**src/rtl/siso_chain_ctrl.sv**
```systemverilog
// siso_chain_ctrl: serialises a parallel word into an external SISO register
// chain of known latency, reassembles the bits returning from the chain and
// flags whether the returned word equals the word sent (chain loopback check).
module siso_chain_ctrl #(
  parameter int WIDTH     = 8,
  parameter int DEPTH     = 4,
  parameter bit LSB_FIRST = 1'b0
) (
  input  logic             clk,
  input  logic             rst,
  input  logic [WIDTH-1:0] tx_data,
  input  logic             tx_valid,
  output logic             tx_ready,
  output logic             ser_out,
  input  logic             ser_in,
  output logic             busy,
  output logic [WIDTH-1:0] rx_data,
  output logic             rx_valid,
  output logic             rx_match
);

  localparam int TOT = WIDTH + DEPTH;
  localparam int CW  = $clog2(TOT);
  localparam logic [CW-1:0] LAST_TX = CW'(WIDTH - 1);
  localparam logic [CW-1:0] LAST    = CW'(TOT - 1);
  localparam logic [CW-1:0] CAP_LO  = CW'(DEPTH);

  typedef enum logic [1:0] {IDLE, SHIFT, FLUSH, DONE} state_t;

  state_t           state, nstate;
  logic [CW-1:0]    cnt;
  logic [WIDTH-1:0] tsr;      // bits still to be sent, head at the shift-out end
  logic [WIDTH-1:0] tx_copy;  // word as accepted, kept for the integrity compare
  logic [WIDTH-1:0] rsr;      // returning bits being assembled
  logic             ser_q;

  logic             tx_head, tsr_head, cap;
  logic [WIDTH-1:0] tx_rest, tsr_rest, rsr_nxt;

  assign tx_ready = (state == IDLE);
  assign busy     = (state != IDLE);
  assign rx_valid = (state == DONE);
  assign ser_out  = ser_q;

  // Bit-order helpers: which bit leaves first, what remains, how returns pack.
  always_comb begin
    if (LSB_FIRST) begin
      tx_head  = tx_data[0];
      tx_rest  = {1'b0, tx_data[WIDTH-1:1]};
      tsr_head = tsr[0];
      tsr_rest = {1'b0, tsr[WIDTH-1:1]};
      rsr_nxt  = {ser_in, rsr[WIDTH-1:1]};
    end else begin
      tx_head  = tx_data[WIDTH-1];
      tx_rest  = {tx_data[WIDTH-2:0], 1'b0};
      tsr_head = tsr[WIDTH-1];
      tsr_rest = {tsr[WIDTH-2:0], 1'b0};
      rsr_nxt  = {rsr[WIDTH-2:0], ser_in};
    end
    // The bit sent at cnt=k comes back at cnt=k+DEPTH; cnt never passes LAST.
    cap = ((state == SHIFT) || (state == FLUSH)) && (cnt >= CAP_LO);
  end

  // State register.
  always_ff @(posedge clk) begin
    if (rst) state <= IDLE;
    else     state <= nstate;
  end

  // Next-state: SHIFT for WIDTH cycles, FLUSH until the last return bit, DONE once.
  always_comb begin
    nstate = state;
    case (state)
      IDLE:  if (tx_valid)       nstate = SHIFT;
      SHIFT: if (cnt == LAST_TX) nstate = FLUSH;
      FLUSH: if (cnt == LAST)    nstate = DONE;
      DONE:                      nstate = IDLE;
      default:                   nstate = IDLE;
    endcase
  end

  // Transmit side and cycle counter; ser_out is registered so the first bit
  // appears in the cycle right after the accept edge.
  always_ff @(posedge clk) begin
    if (rst) begin
      cnt     <= '0;
      tsr     <= '0;
      tx_copy <= '0;
      ser_q   <= 1'b0;
    end else begin
      case (state)
        IDLE: begin
          ser_q <= 1'b0;
          if (tx_valid) begin
            tsr     <= tx_rest;
            tx_copy <= tx_data;
            ser_q   <= tx_head;
            cnt     <= '0;
          end
        end
        SHIFT: begin
          cnt   <= cnt + CW'(1);
          tsr   <= tsr_rest;
          ser_q <= (cnt == LAST_TX) ? 1'b0 : tsr_head;
        end
        FLUSH: begin
          ser_q <= 1'b0;
          cnt   <= (cnt == LAST) ? '0 : cnt + CW'(1);
        end
        default: ser_q <= 1'b0;
      endcase
    end
  end

  // Receive side: assemble in the capture window, publish on entry to DONE.
  always_ff @(posedge clk) begin
    if (rst) begin
      rsr      <= '0;
      rx_data  <= '0;
      rx_match <= 1'b0;
    end else if (cap) begin
      rsr <= rsr_nxt;
      if (cnt == LAST) begin
        rx_data  <= rsr_nxt;
        rx_match <= (rsr_nxt == tx_copy);
      end
    end
  end

endmodule

```
**config.mk**
```make
export PLATFORM = sky130hd
export DESIGN_NAME = siso_chain_ctrl
export DESIGN_NICKNAME = d
export VERILOG_FILES = /design/src/rtl/siso_chain_ctrl.sv
export SDC_FILE = /design/constraint.sdc
export NUM_CORES = 1
export LEC_CHECK = 0
export ABC_CLOCK_PERIOD_IN_PS = 1740
export BUFFER_PORTS_ARGS = -buffer_cell sky130_fd_sc_hd__buf_2
export CORE_ASPECT_RATIO = 1.2
export CORE_MARGIN = 4
export CORE_UTILIZATION = 50
export CTS_CLUSTER_DIAMETER = 150
export DETAILED_ROUTE_END_ITERATION = 8
export GPL_ROUTABILITY_DRIVEN = 0
export PLACE_DENSITY_LB_ADDON = 0.15
export SLEW_MARGIN = 20
export SYNTH_ARGS = -nofsm -noshare
export SYNTH_HDL_FRONTEND = slang
export SYNTH_SLANG_ARGS = --single-unit
export TNS_END_PERCENT = 5
```
**constraint.sdc**
```tcl
create_clock -name clk -period 1.74 [get_ports clk]
set_clock_uncertainty 0.05 [all_clocks]
set_input_delay 0.348 -clock clk [delete_from_list [all_inputs] [get_ports clk]]
set_output_delay 0.348 -clock clk [all_outputs]
set_load 0.05 [all_outputs]
```
---- Word level (Yosys, flattened, before mapping) ----
Index checks and enable logic that the tools add are counted.
storage, ports and cells
  register bits ........................... 39
  output and inout port bits .............. 13
cells by class
  add/sub/neg operators ................... 1
  magnitude comparators ................... 1
  equal/unequal tests ..................... 9
  mux-type cells .......................... 12
  reduce and logical (&&, ||, !) cells .... 11
operators by type and width
  kind                   number
  $pmux W8 S2            1
  $pmux W4 S3            1
  $eq A8 B8 Y1           1
  $mux W4                2
  $mux W8                1
  $pmux W2 S4            1
  $reduce_and A2 Y1      4
  $mux W2                3
  $add A4 B1 Y4 const B  1
  $eq A2 B2 Y1 const B   2
  $eq A4 B3 Y1 const B   1
  $eq A4 B4 Y1 const B   1
  $ge A4 B3 Y1 const B   1
  $ne A2 B1 Y1 const B   2
  $reduce_bool A2 Y1     2
  $reduce_and A3 Y1      1
  $reduce_bool A3 Y1     1
  $eq A2 B1 Y1 const B   1
  $logic_not A2 Y1       1
  $mux W1                2
  $ne A2 B2 Y1 const B   1
  $pmux W1 S2            1
  $logic_and A1 B1 Y1    1
  $logic_or A1 B1 Y1     1

---- Longest topological paths before layout ----
Gate-level depths: netlist of run 1.
  depth in word-level cells ............... 4
  depth in mapped cells ................... 7
  gate-level depth less buffers ........... 6

---- Least setup slack after synthesis of run 1 ----
No wires, ideal clock.
  path kind ............................... flip-flop to flip-flop
  start ................................... reg state[0]
  end ..................................... reg cnt[3]
  setup time .............................. 0.132 ns
  arrival time ............................ 1.696 ns
  slack ................................... -0.138 ns
  cell stages (with the launch flop) ...... 7
  buffers on the path ..................... 0
  clock period less this slack ............ 1.878 ns
  path through ............................ dfxtp_1 -> inv_1 -> ha_1 -> and2b_1 -> or2_2 -> a22oi_1 -> a21oi_1
between the ends
  longest elaborated chain between the ends .. 3
  elaborated cells between the ends (all ways) .. 7
  classes of those cells .................. eq/ne: 3; mux: 1; reduce/logical: 3
ends and longest elaborated chain
  element                                                              RTL line  source
  start: declaration                                                   30        state_t state, nstate;
  start signal: assignment                                             67        else state <= nstate;
  $logic_not A2 Y1 (*)                                                 n/a
  named net tx_ready                                                   13        output logic tx_ready,
  $ne A2 B2 Y1 (no source line) or $reduce_bool A3 Y1 (tied branches)  n/a
  $reduce_and A2 Y1 (no source line)                                   n/a
  end signal: assignment                                               102       cnt <= cnt + CW'(1);
  end signal: assignment                                               108       cnt <= (cnt == LAST) ? '0 : cnt + CW'(1);
  end: declaration                                                     31        logic [CW-1:0] cnt;
Mark *: on every way through the listed nets, which the timed path passes. The rest lies on a longest branch.
A chain may end at the register's enable or synchronous reset.

---- Worst setup path in the final report of run 1 ----
  start ................................... reg state[0]
  end ..................................... out busy
between the ends
  longest elaborated chain between the ends .. 1
ends and longest elaborated chain
  element             RTL line  source
  $reduce_bool A2 Y1  41        assign busy = (state != IDLE);
  end: declaration    16        output logic busy,
No other way between the ends.

==> impl_metrics.toml, run 1 <==
[sta]
grt_setup_unrepaired = "false"
worstMarginPinSlew_ns = 0.469
setup_tns_ns = 0
period_share_pct = 95.4
slew_headroom_pct = 68.7
fmax_mhz = 602
slew_viol_final = 0
whs_ns = 0.207
hold_viol = 0
layout_setup_ws_ns = 0.0795
setup_viol = 0
finalCriticalPeriod_ns = 1.66

[route]
post_drt_wl_per_cell_um = 13.8
wl_um = 3500
first_pass_iters = 4
drc = 0
vias = 1375
viasPerCell = 5.41
drt_iter0_markers = 32
detail-route-antenna-nets = 0

[die]
dieArea_um2 = 4340
core_area_um2 = 3140
die_w_um = 60.8
io_pins = 25
die_h_um = 71.4
start_util_pct = 53.3
rows = 22

[setup_path]
crit_path_end = "busy"
critPathArrivalTime_ns = 1.26
cp_max_fo = 6
timing_worst_setup_path_type = "register to primary output"
critical_path.startpoint_type = "register"
cp.required_ns = 1.34
crit_start = "state[0]"
reg2regPathDepth = 6
endpoint_kind = "primary output"
r2r_setup_slack_ns = 0.15
rr_startpoint = "state[1]"
reg2reg_to = "cnt[2]"

[layout]
layout-drive-gt1-share_pct = 24.3
stdcell_count = 254
fin_area_um2 = 1960
diodes = 0
final_nets = 234
layout_common_cells = "36 x nand2_1, 35 x dfxtp_1, 23 x a21oi_1"
layout_commonest_cell = "nand2_1"
final_util_pct = 62.5
ff_latch_area_um2 = 769
area_delta_synth_final_pct = 17.1
multi_input_area_um2 = 890
n_fill_cell = 320

[clock_network]
insertion_delay_ns = 0.34
cts.sinks = 38
cts_max_path_buffers = 2
ctsRootBufferMaster = "clkbuf_4"
cts-buffers-inserted = 5
cts_hold_buf = 0
htree_levels = 2
path_clk_slew_ns = 0.11
cts_tree = "yes"

[status]
status = "complete, no violations"

[place]
dp_hpwl_um = 2640
port_buffers = 24
dpl_cell_area_um2 = 1850
dp_slack_ns = 0.0835
dp_cells = 246

[synthesis]
seq_area_frac_synth_pct = 45.4
avgSynthCellArea_um2 = 8.81
ys_types = 31
syn_area_um2 = 1670
yosys_warnings = 0
syn_inst = 190
synth-seq-cells = 38
synth_nets = 207

[grt]
track_usage_pct = 18.4
grt_overflow = 0
grt_pass1_wl_um = 6030
grt_pass1_vias = 1384
grt_max_degree = 21
antenna_found_initial = 0

[pwr]
totalPowerFinal_mw = 2.71
powerDensity_nw_per_um2 = 1380
p_leak_nw = 0.884
irDropWorstVdd_uv = 1070

[hold_path]
hold_class = "input port to register"

[flow_run]
max-cap-violations = 0
kinds of logic after synthesis:
family | share of synthesized area (%)
and+or+nand+nor | 22.7
AOI/OAI and AO/OA | 12.5
muxes | 8.37
xor gates and xnor gates | 4.19
buffers and inverters | 3.06
DFF | 45.4
adders and majority gates | 3.74
Yosys cell counts:
cell      count  area, um^2
a211oi_1      7        52.6
a21oi_1      23         115
a221oi_2      1        15.0
a22oi_1       1        7.51
and2_1        1        6.26
and2_2        1        7.51
and2b_1       1        7.51
and4bb_1      1        12.5
buf_2         2        10.0
buf_4         1        7.51
clkbuf_1      5        18.8
dfxtp_1      38         761
ha_1          5        62.6
inv_1         4        15.0
mux2i_1      14         140
nand2_1      36         135
nand3_1       4        20.0
nand3b_1      3        22.5
nand3b_4      1        20.0
nand4_1       1        6.26
nand4b_1      1        8.76
nor2_1       19        71.3
nor2_2        2        12.5
nor3_1        3        15.0
nor3_4        1        16.3
nor4_1        1        6.26
o21ai_0       2        10.0
o21ai_2       1        8.76
or2_2         2        12.5
xnor2_1       1        8.76
xor2_1        7        61.3
critical path, stage by stage, from the launching register on:
cell     delay (ns)
dfxtp_4        0.39
inv_2          0.06
ha_4           0.15
buf_6          0.12
inv_1          0.06
buf_6          0.15
cell type report:
cell class / instances / area share (%)
sequential: 38 / 39.2
clock buffer: 6 / 2.62
clock inverter: 2 / 0.638
timing repair buffer: 28 / 8.93
tap: 36 / 2.30
multi-input combinational: 140 / 45.4
inverter: 4 / 0.893
per-layer routing:
metal,up-vias,wire [um],track usage [%],share of wire [%]
met5,-,0,0,0
met2,33,1840,32.0,53
met4,0,24,7.71,0.69
li1,698,-,-,-
met1,642,1460,19.6,42
met3,2,173,6.31,4.9
worst min path at each step:
stage | startpoint | end | slack, ns | cells after the start
after floorplan | tx_copy[0] | tx_copy[0] | 0.40 | 2
after global placement | rx_data[4] | rx_data[4] | 0.39 | 2
after detailed placement | rx_data[4] | rx_data[4] | 0.40 | 2
after CTS | tx_data[5] | tx_copy[5] | 0.19 | 3
after global routing | tx_data[2] | tx_copy[2] | 0.17 | 3
final | tx_data[5] | tx_copy[5] | 0.21 | 3
where the power goes:
| part | total, mW | switching (mW) | internal, mW |
|---|---|---|---|
| logic | 1.11 | 0.667 | 0.445 |
| clock network | 0.476 | 0.282 | 0.194 |
| registers | 1.12 | 0.103 | 1.02 |
| total | 2.71 | 1.05 | 1.66 |
state kept, by name (all words and copies together), names as in the netlist:
| name | flops |
|---|---|
| tx_copy | 8 |
| cnt | 4 |
| ser_out | 1 |
| state | 2 |
| rsr | 7 |
| tsr | 7 |
| rx_match | 1 |
| rx_data | 8 |
repair_timing:
action | CTS | global route
setup buffers | 0 | 0
pin swaps | 0 | 1
hold endpoints to repair | 0 | 0
setup endpoints to repair | 2 | 5
gates resized for setup | 7 | 9
Power figures use the tool's default switching activity.
==> run 2, diff against run 1 <==
--- a/config.mk
+++ b/config.mk
@@ -9,7 +9,7 @@
 export BUFFER_PORTS_ARGS = -buffer_cell sky130_fd_sc_hd__buf_2
 export CORE_ASPECT_RATIO = 1.2
 export CORE_MARGIN = 4
-export CORE_UTILIZATION = 50
+export CORE_UTILIZATION = 55
 export CTS_CLUSTER_DIAMETER = 150
 export DETAILED_ROUTE_END_ITERATION = 8
 export GPL_ROUTABILITY_DRIVEN = 0
==> run 2 against run 1 <==
Critical path depth did not move. Critical endpoint unchanged. Combinational power fell by 4%. Largest cell class unchanged. Largest power group unchanged. Via count down 1.4%.
==> impl_metrics.toml, run 2 (synthesized netlist as in run 1, its figures left out) <==
[route]
drt_iter0_markers = 36
drc = 0
wl_um = 3190
first_pass_iters = 4
vias = 1356
detail-route-antenna-nets = 0
viasPerCell = 5.40
post_drt_wl_per_cell_um = 12.7

[grt]
grt_overflow = 0
grt_max_degree = 39
track_usage_pct = 18.0
grt_pass1_wl_um = 5470
grt_pass1_vias = 1252
antenna_found_initial = 0

[pwr]
clkPwrFrac_pct = 22.0
p_sw_mw = 1.03
netSwitchingFraction_pct = 36.9
combPwrFrac_pct = 38.3
p_int_mw = 1.76
totalPowerFinal_mw = 2.79
irDropWorstVdd_uv = 1180
p_leak_nw = 0.887
powerDensity_nw_per_um2 = 1440
seqPwrFrac_pct = 39.8

[die]
rows = 21
dieArea_um2 = 3990
core_area_um2 = 2860
die_h_um = 68.4
start_util_pct = 58.5
die_w_um = 58.4
io_pins = 25

[clock_network]
path_clk_slew_ns = 0.11
htree_levels = 2
cts_tree = "yes"
cts-buffers-inserted = 5
cts_hold_buf = 0
insertion_delay_ns = 0.34
post_cts.repair.setup_buffers = 0
cts.sinks = 38
cts_max_path_buffers = 2
ctsRootBufferMaster = "clkbuf_4"

[sta]
slew_viol_final = 0
whs_ns = 0.205
worstMarginPinSlew_ns = 0.479
slew_headroom_pct = 68.0
setup_viol = 0
finalCriticalPeriod_ns = 1.70
grt_setup_unrepaired = "true"
hold_viol = 0
period_share_pct = 97.7
fmax_mhz = 588

[setup_path]
endpoint_kind = "primary output"
critical_path.startpoint_type = "register"
critPathArrivalTime_ns = 1.30
cp.required_ns = 1.34
cp_max_fo = 6
timing_worst_setup_path_type = "register to primary output"

[place]
dp_hpwl_um = 2330
port_buffers = 24
dp_cells = 244

[layout]
diodes = 0
layout_common_cells = "36 x nand2_1, 36 x dfxtp_1, 23 x a21oi_1"
final_nets = 234
area_delta_synth_final_pct = 15.6
layout-drive-gt1-share_pct = 23.0
stdcell_count = 251
top_regs = "rx_data (8), tx_copy (8)"

[flow_run]
max-cap-violations = 0

[hold_path]
hold_class = "input port to register"

[status]
status = "complete, no violations"
==> run 2: path summary, 6_finish.rpt <==
check,from,end,slack [ns],depth (start not counted)
worst max register to register,cnt[0],state[1],0.13,5
worst max-delay path,state[0],busy,0.04,5
worst min-delay path,tx_data[0],tx_copy[0],0.21,3
worst min register to register,rx_match,rx_match,0.41,2
==> run 2: power groups by stage <==
stage                     registers, mW  clock network (mW)  logic, mW
after global routing               1.12               0.657       1.19
final                              1.11               0.612       1.07
after detailed placement           1.12                   0       1.02
after CTS                          1.10               0.624       1.06
after global placement             1.11                   0      0.991
after floorplan                    1.11                   0      0.811
==> run 2: timing repair <==
action	CTS	global route
endpoints found under the hold margin	0	0
endpoints found under the setup margin	2	9
pin swaps	0	0
resized for setup	5	5
==> run 2: metal layers <==
metal | vias to the layer above | track usage, % | wire length [um]
met5 | - | 0 | 0
met1 | 627 | 20.6 | 1490
li1 | 697 | - | -
met4 | 0 | 7.25 | 41
met3 | 4 | 6.23 | 167
met2 | 28 | 30.4 | 1490
==> run 2: critical path: stages, from the launching register on <==
cell and delay, ns:
dfxtp_2 0.38, inv_2 0.05, ha_2 0.18, buf_4 0.15
inv_1 0.06, buf_6 0.15
==> run 2: area by class of cell <==
class / instances / area, um^2
tap: 34 / 42.5
timing repair buffer: 28 / 159
fill: 230 / 928
clock inverter: 1 / 30.0
multi-input combinational: 140 / 875
sequential: 38 / 763
inverter: 4 / 15.0
clock buffer: 6 / 51.3
==> run 2: metrics by stage <==
step / utilization, % / area [um^2] / worst slack, ns / TNS, ns
finish: 67.6 / 1940 / 0.0403 / 0
global route: 67.6 / 1940 / -0.0301 / -0.0301
CTS: 67.2 / 1930 / 0.00234 / 0
detailed placement: 64.0 / 1830 / 0.0738 / 0
global placement: 64.0 / 1830 / 0.140 / 0
floorplan: - / 1680 / 0.0403 / 0
